### src/rtl/cacheline_burst_adapter.sv
// cacheline_burst_adapter: takes one 256-bit line read/write from an L1 cache and moves it to
// or from memory as a 4-beat burst of 64-bit words. It then returns a one-cycle line response.
// Optional feature macro: BURST_CRITICAL_WORD_FIRST_EN. When it is defined, a read burst
// starts at the addressed beat and wraps around the line.
module cacheline_burst_adapter #(
   parameter int unsigned S_LINE = 256,
   parameter int unsigned S_BEAT = 64
) (
   input  logic              i_clk,
   input  logic              i_rst_n,
   input  logic [31:0]       i_line_address,
   input  logic              i_line_read,
   input  logic              i_line_write,
   input  logic [S_LINE-1:0] i_line_wdata,
   output logic [S_LINE-1:0] o_line_rdata,
   output logic              o_line_resp,
   output logic [31:0]       o_burst_address,
   output logic              o_burst_read,
   output logic              o_burst_write,
   output logic [S_BEAT-1:0] o_burst_wdata,
   input  logic [S_BEAT-1:0] i_burst_rdata,
   input  logic              i_burst_resp
);

   localparam int unsigned N_BEATS = S_LINE / S_BEAT;

   typedef enum logic [1:0] {StIdle, StRd, StWr, StDone} state_e;

   state_e            r_state, w_state_next;
   logic [1:0]        r_cnt, w_cnt_next;
   logic [1:0]        w_k0;      // first beat of a read burst
   logic [1:0]        w_start;   // first beat of the burst in flight
   logic              w_last;
   logic [31:0]       r_addr;
   logic [S_LINE-1:0] r_wdata;
   logic [S_LINE-1:0] r_rdata;
   logic              w_unused;

   // The low five address bits only matter for the beat select.
   assign w_unused = ^i_line_address[4:0];

`ifdef BURST_CRITICAL_WORD_FIRST_EN
   logic [1:0] r_start;

   assign w_k0    = i_line_address[4:3];
   assign w_start = r_start;

   // Remember where the burst began so that its end can be found after the counter wraps.
   always_ff @(posedge i_clk or negedge i_rst_n) begin
      if (!i_rst_n) begin
         r_start <= 2'd0;
      end else if (r_state == StIdle) begin
         if (i_line_write) begin
            r_start <= 2'd0;
         end else if (i_line_read) begin
            r_start <= w_k0;
         end
      end
   end
`else
   assign w_k0    = 2'd0;
   assign w_start = 2'd0;
`endif

   // The last beat is the one that sits just before the start beat, modulo 4.
   assign w_last = ((r_cnt + 2'd1) == w_start);

   // Next-state and beat-counter logic.
   always_comb begin
      w_state_next = r_state;
      w_cnt_next   = r_cnt;
      unique case (r_state)
         StIdle: begin
            if (i_line_write) begin
               w_state_next = StWr;
               w_cnt_next   = 2'd0;
            end else if (i_line_read) begin
               w_state_next = StRd;
               w_cnt_next   = w_k0;
            end
         end
         StRd, StWr: begin
            if (i_burst_resp) begin
               if (w_last) begin
                  w_state_next = StDone;
               end else begin
                  w_cnt_next = r_cnt + 2'd1;
               end
            end
         end
         StDone: begin
            w_state_next = StIdle;
         end
         default: begin
            w_state_next = StIdle;
         end
      endcase
   end

   // State and beat-counter registers.
   always_ff @(posedge i_clk or negedge i_rst_n) begin
      if (!i_rst_n) begin
         r_state <= StIdle;
         r_cnt   <= 2'd0;
      end else begin
         r_state <= w_state_next;
         r_cnt   <= w_cnt_next;
      end
   end

   // Latch the address and write line when a request is accepted.
   always_ff @(posedge i_clk or negedge i_rst_n) begin
      if (!i_rst_n) begin
         r_addr  <= '0;
         r_wdata <= '0;
      end else if (r_state == StIdle) begin
         if (i_line_write) begin
            r_addr  <= {i_line_address[31:5], 5'b0};
            r_wdata <= i_line_wdata;
         end else if (i_line_read) begin
            r_addr <= {i_line_address[31:5], w_k0, 3'b0};
         end
      end
   end

   // Store each read beat into its own slice of the line.
   always_ff @(posedge i_clk or negedge i_rst_n) begin
      if (!i_rst_n) begin
         r_rdata <= '0;
      end else if ((r_state == StRd) && i_burst_resp) begin
         for (int k = 0; k < N_BEATS; k++) begin
            if (r_cnt == 2'(k)) begin
               r_rdata[k*S_BEAT +: S_BEAT] <= i_burst_rdata;
            end
         end
      end
   end

   // Select the current write beat from the latched line.
   always_comb begin
      o_burst_wdata = '0;
      for (int k = 0; k < N_BEATS; k++) begin
         if (r_cnt == 2'(k)) begin
            o_burst_wdata = r_wdata[k*S_BEAT +: S_BEAT];
         end
      end
   end

   assign o_burst_address = r_addr;
   assign o_burst_read    = (r_state == StRd);
   assign o_burst_write   = (r_state == StWr);
   assign o_line_resp     = (r_state == StDone);
   assign o_line_rdata    = r_rdata;

endmodule

### config.mk
export PLATFORM = sky130hd
export DESIGN_NAME = cacheline_burst_adapter
export DESIGN_NICKNAME = d
export VERILOG_FILES = /design/src/rtl/cacheline_burst_adapter.sv
export SDC_FILE = /design/constraint.sdc
export NUM_CORES = 1
export LEC_CHECK = 0
export CORE_AREA = 5 5 276 278
export DETAILED_ROUTE_END_ITERATION = 8
export DIE_AREA = 0 0 281 283
export GPL_ROUTABILITY_DRIVEN = 0
export PLACE_DENSITY = 0.68
export SLEW_MARGIN = 5
export SYNTH_ARGS = -nofsm -noshare
export SYNTH_HDL_FRONTEND = slang
export SYNTH_SLANG_ARGS = --single-unit
export TNS_END_PERCENT = 30
### constraint.sdc
create_clock -name i_clk -period 2.1 [get_ports i_clk]
set_input_delay 0.42 -clock i_clk [delete_from_list [all_inputs] [get_ports i_clk]]
set_output_delay 0.42 -clock i_clk [all_outputs]
set_load 0.03 [all_outputs]
After elaboration in Yosys (flattened, before gate mapping) --
Index checks and enable logic that the tools add are counted.
Word-level totals: register bits after elaboration 548, input bits 357, logic and storage cells 50
Cells by class: add/sub/neg operators 1, eq/ne operators 10, muxes and demuxes 16, reduce and logical (&&, ||, !) cells 15
Operator list (count):
- 64-bit 2-to-1 mux | 4
- 32-bit 2-to-1 mux | 2
- 2-bit 2-to-1 mux | 8
- 2-bit AND reduction | 6
- 2-bit == test, second input constant | 4
- 2-bit zero test | 3
- 2-bit != test, second input constant | 3
- 2-bit one-hot mux with 3 select lines | 1
- 2-bit by 1-bit == test with 1-bit output, second input constant | 2
- 2-bit one-hot mux with 2 select lines | 1
- 4-bit AND reduction | 1
- 2-bit nonzero test | 2
- 3-bit != test, second input constant | 1
- 3-bit AND reduction | 1
- 2-bit by 1-bit adder with 2-bit output, second input constant | 1
- 2-bit OR reduction | 1
- 1-bit logical AND | 1

Depth between registers and ports, before layout --
Gate-level depths: netlist of the first run.
depth after elaboration 5, mapped depth 8

Worst setup path before layout of the first run --
OpenSTA, ideal clock, no wires.
path type reg-to-output, start reg r_cnt[0], end out o_burst_wdata[63], data arrival time 1.906 ns, required time 1.680 ns, path slack -0.226 ns, cell stages (with the launch flop) 7, buffers on the path 2, cells stage by stage dfrtp_1 -> inv_1 -> ha_1 -> buf_2 -> buf_2 -> a221oi_1 -> o31ai_1
On the way: longest elaborated chain between the ends 5, elaborated cells between the ends (all ways) 8, those cells by class eq/ne: 3; mux: 4; reduce/logical: 1
RTL lines:
- start, declared | RTL line 30 | logic [1:0] r_cnt, w_cnt_next;
- start signal, assigned | RTL line 107 | r_cnt <= w_cnt_next;
- 2-bit zero test | RTL line 143 | if (r_cnt == 2'(k)) begin
- 64-bit 2-to-1 mux (3 in series) | RTL line 143
- 64-bit 2-to-1 mux * | RTL line 143
- end, declared | RTL line 20 | output logic [S_BEAT-1:0] o_burst_wdata,
Mark *: on every way between the ends. The rest lies on a longest branch, timed or not.

Worst setup path in the final report of the first run --
start reg r_cnt[1], end out o_burst_wdata[51]
Same word-level chain as after synthesis.

==> results of run 1 <==
[registers in the layout, indices dropped and copies added (netlist names)]
register / flops
o_line_rdata: 256
r_wdata: 256
o_burst_address: 27
r_cnt: 2
r_state: 2
[metal layers]
layer	global-route usage	vias to the layer above	part of all wire
li1	-	7331	-
met1	0.198	8169	0.37
met2	0.311	543	0.51
met3	0.0544	154	0.078
met4	0.0613	12	0.037
met5	0	-	0.00091
[logic make-up after synthesis]
logic type                 count (synthesis)  share of synthesized area
AOI/OAI and AO/OA                        258                     0.0682
buffers and inverters                    176                     0.0386
other                                      1                   0.000166
and+or+nand+nor                           83                     0.0160
DFF                                      543                      0.602
muxes                                    541                      0.270
adders and majority gates                  9                    0.00499
[power groups by stage]
stage          combinational (uW)  clock, uW  sequential, uW
6_report                    34100      10600           18800
4_1_cts                     33200      10900           18700
2_1_floorplan               12600          0           23500
3_3_place_gp                31700          0           18500
3_5_place_dp                32200          0           18800
5_1_grt                     35800      11300           19400
[repair_timing]
item	in CTS	in global routing
gates cloned	0	8
hold buffers	1	0
endpoints found under the hold margin	17	0
endpoints found under the setup margin	296	276
pin swaps	2	22
buffers inserted	4	5
gates resized for setup	159	333
[critical path, stage by stage (launching register included)]
cell and delay [ns]:
dfrtp_1 0.41, buf_6 0.13, ha_4 0.20, buf_12 0.16
buf_12 0.14, a21oi_2 0.12, o21ai_2 0.07, a22o_2 0.27
buf_12 0.15
[per-stage QoR]
| stage | total power (uW) | hold slack, ns |
|---|---|---|
| global route | 66500 | 0.318 |
| detailed placement | 51000 | 0.359 |
| floorplan | 36100 | 0.124 |
| global placement | 50200 | 0.353 |
| CTS | 62900 | 0.276 |
| finish | 63500 | 0.322 |
[cell usage in the layout, fill, tap and decap left out, drive strengths merged, types with 2 or more instances in the layout]
cell           count
dfrtp            543
mux2             540
clkdlybuf4s50    403
buf              211
dlymetal6s2s     209
a21oi            125
clkbuf            91
inv               72
nand2             67
o21ai             67
a22o              62
dlygate4sd2       21
clkinv             9
ha                 9
nand3              8
bufinv             7
conb               5
diode              4
nor2b              3
a221oi             2
clkinvlp           2
o31ai              2
clkdlybuf4s15      2
[how the worst max path moves through the flow]
stage | from | end | slack (ns) | cells past startpoint
6_report | r_cnt[1]$_DFFE_PN0P_ | o_burst_wdata[51] | -0.60 | 8
5_1_grt | r_cnt[1]$_DFFE_PN0P_ | o_burst_wdata[51] | -0.68 | 8
4_1_cts | r_cnt[1]$_DFFE_PN0P_ | o_burst_wdata[50] | -0.68 | 8
3_5_place_dp | r_cnt[0]$_DFFE_PN0P_ | o_burst_wdata[27] | -0.12 | 8
3_3_place_gp | r_cnt[0]$_DFFE_PN0P_ | o_burst_wdata[27] | -0.10 | 8
2_1_floorplan | r_cnt[0]$_DFFE_PN0P_ | o_burst_wdata[62] | -0.23 | 6
[cell type report]
type	instances	area (sq um)	area share
sequential	543	13600	0.384
timing repair buffer	855	9660	0.273
multi-input combinational	896	8700	0.246
clock buffer	83	1670	0.0470
tap	969	1210	0.0342
clock inverter	23	325	0.00919
inverter	67	254	0.00717
antenna	4	10.0	0.000283
==> impl_metrics.csv, run 1 <==
group,metric,value,unit
die,io_pins,712,
clocking,cts_buffer_depth,3,
clocking,path_clk_slew,0.06,ns
placed_design,place_ws,-0.119,ns
routing,ant_nets,0,
critical_path,critPathKind,"flop to output port",
finish,nFillCells,6290,
critical_path,start_kind,"flop",
sta,worst_pin_slew,0.506,ns
hold_path,min_path_type,"input port to async pin",
routing,via_per_inst,4.71,
sta,post-route-period-util,1.29,
power,p_switching,24800,uW
yosys,syn_inst,1611,
run_status,status,"complete, but fails checks",
yosys,ys_top_cells_by_area,"dfrtp_1, mux2_2, a21oi_1, a22o_1, o21ai_0",
yosys,avgSynthCellArea,14.0,sq um
grt,grt_pass1_vias,17600,
power,leakagePower,0.0178,uW
die,dieArea,79500,sq um
yosys,yosysTopAreaCellShare,0.602,
clocking,clockRootBuffer,"clkbuf_16",
run_status,violations,"setup timing",
yosys,ys_seq_elements,543,
critical_path,r2r-end,"o_line_rdata[175]$_DFFE_PN0P_",
sta,hold_viol,0,
clocking,clk_latency,0.61,ns
power,p_seq_frac,0.296,
sta,fin_crit,2.70,ns
critical_path,critical_path_required,1.68,ns
routing,vias,16200,
sta,drv_slew,0,
sta,slew_headroom,0.663,
grt,antenna_found_initial,13,
critical_path,critPathArrivalTime,2.28,ns
grt,overflow,0,
sta,rsz0062_at_grt,"true",
power,cellPowerDensity,1790,nW/um^2
grt,grt_max_degree,92,
clocking,cts_buffers,58,
grt,grt_pass1_wl,109000,um
routing,drt_iter0_drc,491,
finish,final_util,0.481,
placed_design,hpwlAfterDp,55200,um
die,die_w,281,um
die,initial_core_util,0.306,
yosys,synth-async-reset-ratio,1.00,
sta,fin_ws,-0.599,ns
yosys,ys_types,26,
sta,skew,0.0172,ns
power,comb_power_share,0.537,
yosys,yosysSeqAreaShare,0.602,
yosys,yosys.cell_count.top_type,"dfrtp_1",
clocking,clock-sinks,543,
sta,setup_violations,64,
yosys,synth_area_leader_cell,"dfrtp_1",
clocking,htreeDepth,2,
routing,drc,0,
placed_design,placed_cell_area,31900,sq um
routing,firstDrtPassIters,4,
placed_design,dp_cells,3313,
critical_path,ff2ff_setup_slack,0.05,ns
yosys,yosysWarnings,0,
die,rows,100,
grt,track_usage,0.175,
finish,final_area,35400,sq um
clocking,cts_tree,"done",
power,irDropWorstVdd,0.00149,V
yosys,synth_top_cells_by_count,"dfrtp_1, mux2_2, a21oi_1, inv_1, nand2_1",
power,sw_frac_of_total,0.391,
finish,final_cells,3440,
critical_path,r2r-start,"r_cnt[0]$_DFFE_PN0P_",
power,clockPowerShare,0.167,
routing,wl,74600,um
yosys,synthFlopType,"dfrtp_1",
finish,final_layout_size_suffix_gt1_frac,0.392,
yosys,syn_area,22600,sq um
critical_path,endpoint_kind,"output port",
sta,fmax,371,MHz
critical_path,path_max_fanout,7,
finish,finalNetCount,2787,
routing,wl_per_cell,21.7,um
job,drv_cap,0,
die,die_h,283,um
critical_path,reg2reg_depth,6,
placed_design,io_buffers,701,
die,core,73700,sq um
sta,fin_setup_tns,-34.24,ns
finish,area_growth,56.9,%
power,p_int,38600,uW
yosys,synth_edf_count,0,
Note: power is estimated with default switching activity, not from simulation.
==> run 2: changes to the inputs <==
--- a/config.mk
+++ b/config.mk
@@ -6,6 +6,7 @@
 export NUM_CORES = 1
 export LEC_CHECK = 0
 export CORE_AREA = 5 5 276 278
+export CTS_BUF_LIST = sky130_fd_sc_hd__clkbuf_16
 export DETAILED_ROUTE_END_ITERATION = 8
 export DIE_AREA = 0 0 281 283
 export GPL_ROUTABILITY_DRIVEN = 0
==> constraint.sdc (replaced) <==
create_clock -name i_clk -period 2.1 [get_ports i_clk]
set_input_delay 0.63 -clock i_clk [delete_from_list [all_inputs] [get_ports i_clk]]
set_output_delay 0.63 -clock i_clk [all_outputs]
set_load 0.03 [all_outputs]
==> impl_metrics.csv, run 2 (synthesis gave the netlist of run 1 again) <==
group,metric,value,unit
routing,via_per_inst,4.72,
critical_path,critPathKind,"flop to output port",
finish,final_cell_mix,"dfrtp_1, mux2_2, clkdlybuf4s50_1",
grt,grt_pass1_wl,115000,um
clocking,htreeDepth,2,
sta,fin_ws,-0.838,ns
die,core,73700,sq um
routing,ant_nets,0,
clocking,cts_tree,"done",
clocking,clk_latency,0.64,ns
sta,fmax,340,MHz
critical_path,crit_family,"buffers and inverters",
finish,final_layout_size_suffix_gt1_frac,0.419,
run_status,status,"complete, but fails checks",
die,die_w,281,um
critical_path,path_max_fanout,24,
routing,wl_per_cell,22.1,um
critical_path,critPathArrivalTime,2.31,ns
critical_path,endpoint_kind,"output port",
sta,skew,0.0353,ns
finish,mostFrequentLayoutCell,"dfrtp_1",
sta,post-route-period-util,1.40,
die,initial_core_util,0.306,
clocking,cts_buffers,59,
finish,final_cells,3452,
critical_path,critical_path_required,1.47,ns
power,total_power,62600,uW
critical_path,reg2reg_depth,8,
power,cellPowerDensity,1770,nW/um^2
sta,fin_crit,2.94,ns
clocking,clockRootBuffer,"clkbuf_16",
die,dieArea,79500,sq um
hold_path,min_path_type,"input port to async pin",
finish,final_util,0.480,
routing,wl,76300,um
finish,area_growth,56.8,%
routing,drt_iter0_drc,688,
sta,rsz0062_at_grt,"true",
critical_path,cpMaxStageDelayCell,"dfrtp_1",
grt,antenna_found_initial,11,
critical_path,cp_num_cells,8,
job,drv_cap,0,
die,io_pins,712,
run_status,violations,"setup timing",
grt,overflow,0,
placed_design,hpwlAfterDp,56000,um
sta,fin_setup_tns,-49.83,ns
placed_design,dp_cells,3310,
sta,setup_violations,65,
critical_path,path_cells,"buf_6 > ha_4 > buf_12 > buf_12 > a21oi_4 > o21ai_2 > a22o_2 > buf_6",
sta,hold_viol,0,
grt,track_usage,0.184,
grt,grt_pass1_vias,18200,
die,die_h,283,um
grt,grt_max_degree,83,
finish,finalNetCount,2791,
power,irDropWorstVdd,0.00156,V
clocking,clock-sinks,543,
clocking,path_clk_slew,0.06,ns
routing,vias,16300,
critical_path,cpPeakStageDelay,0.40,ns
sta,drv_slew,0,
placed_design,place_ws,-0.307,ns
placed_design,io_buffers,701,
critical_path,start_kind,"flop",
routing,drc,0,
routing,firstDrtPassIters,5,
die,rows,100,
power,leakagePower,0.0180,uW
critical_path,path_buf_inv,4,
clocking,cts_buffer_depth,3,
run 2: cell count changes in the layout (fill, tap and decap cells not counted), sizes merged, moves of 12 or more:
cell,delta
dlygate4sd2,-21
dlymetal6s2s,+25
clkbuf,-31
clkdlybuf4s50,-53
buf,+12
clkdlybuf4s15,+47
clkinv,+20
run 2: per-layer routing:
metal / part of all wire / vias up / GRT usage
met5: 0.00035 / - / 0
met4: 0.031 / 4 / 0.0568
met3: 0.079 / 124 / 0.0565
met2: 0.51 / 553 / 0.321
met1: 0.38 / 8305 / 0.219
li1: - / 7317 / -
run 2: final cells by class:
class	count	area, sq um
inverters	67	254
well taps	969	1210
multi-input cells	896	8720
repair buffers	858	9640
clock inverters	51	483
clock buffers	59	1480
flip-flops and latches	543	13600
fillers	6374	38300
diodes	9	22.5
run 2: worst paths after layout:
kind,startpoint,end,slack (ns)
max,r_cnt[0]$_DFFE_PN0P_,o_burst_wdata[35],-0.84
min,i_rst_n,r_wdata[81]$_DFFE_PN0P_,0.48
max reg2reg,r_state[1]$_DFFE_PN0P_,r_wdata[224]$_DFFE_PN0P_,0.09
min reg2reg,o_line_rdata[171]$_DFFE_PN0P_,o_line_rdata[171]$_DFFE_PN0P_,0.50
max in group asynchronous,i_rst_n,o_line_rdata[164]$_DFFE_PN0P_,0.76
min in group i_clk,o_line_rdata[171]$_DFFE_PN0P_,o_line_rdata[171]$_DFFE_PN0P_,0.50
run 2: timing repair:
action	4_1_cts	5_1_grt
gates resized for setup	321	276
pin swaps	13	11
hold buffers	1	0
setup endpoints to repair	350	301
hold endpoints to repair	11	0
gates cloned	3	1
setup buffers	20	0
run 2: where the power goes:
group	internal (uW)	leakage, uW	total [uW]	switching (uW)
logic	15700	0.0104	33400	17700
clock network	5990	0.00101	10400	4390
registers	15800	0.00659	18800	3020
total	37500	0.0180	62600	25100
run 2: metrics by stage:
stage	cell area (sq um)	hold WS (ns)
4_1_cts	34600	0.446
3_3_place_gp	31800	0.486
3_5_place_dp	31800	0.492
6_report	35400	0.485
5_1_grt	35400	0.465
2_1_floorplan	22800	0.334
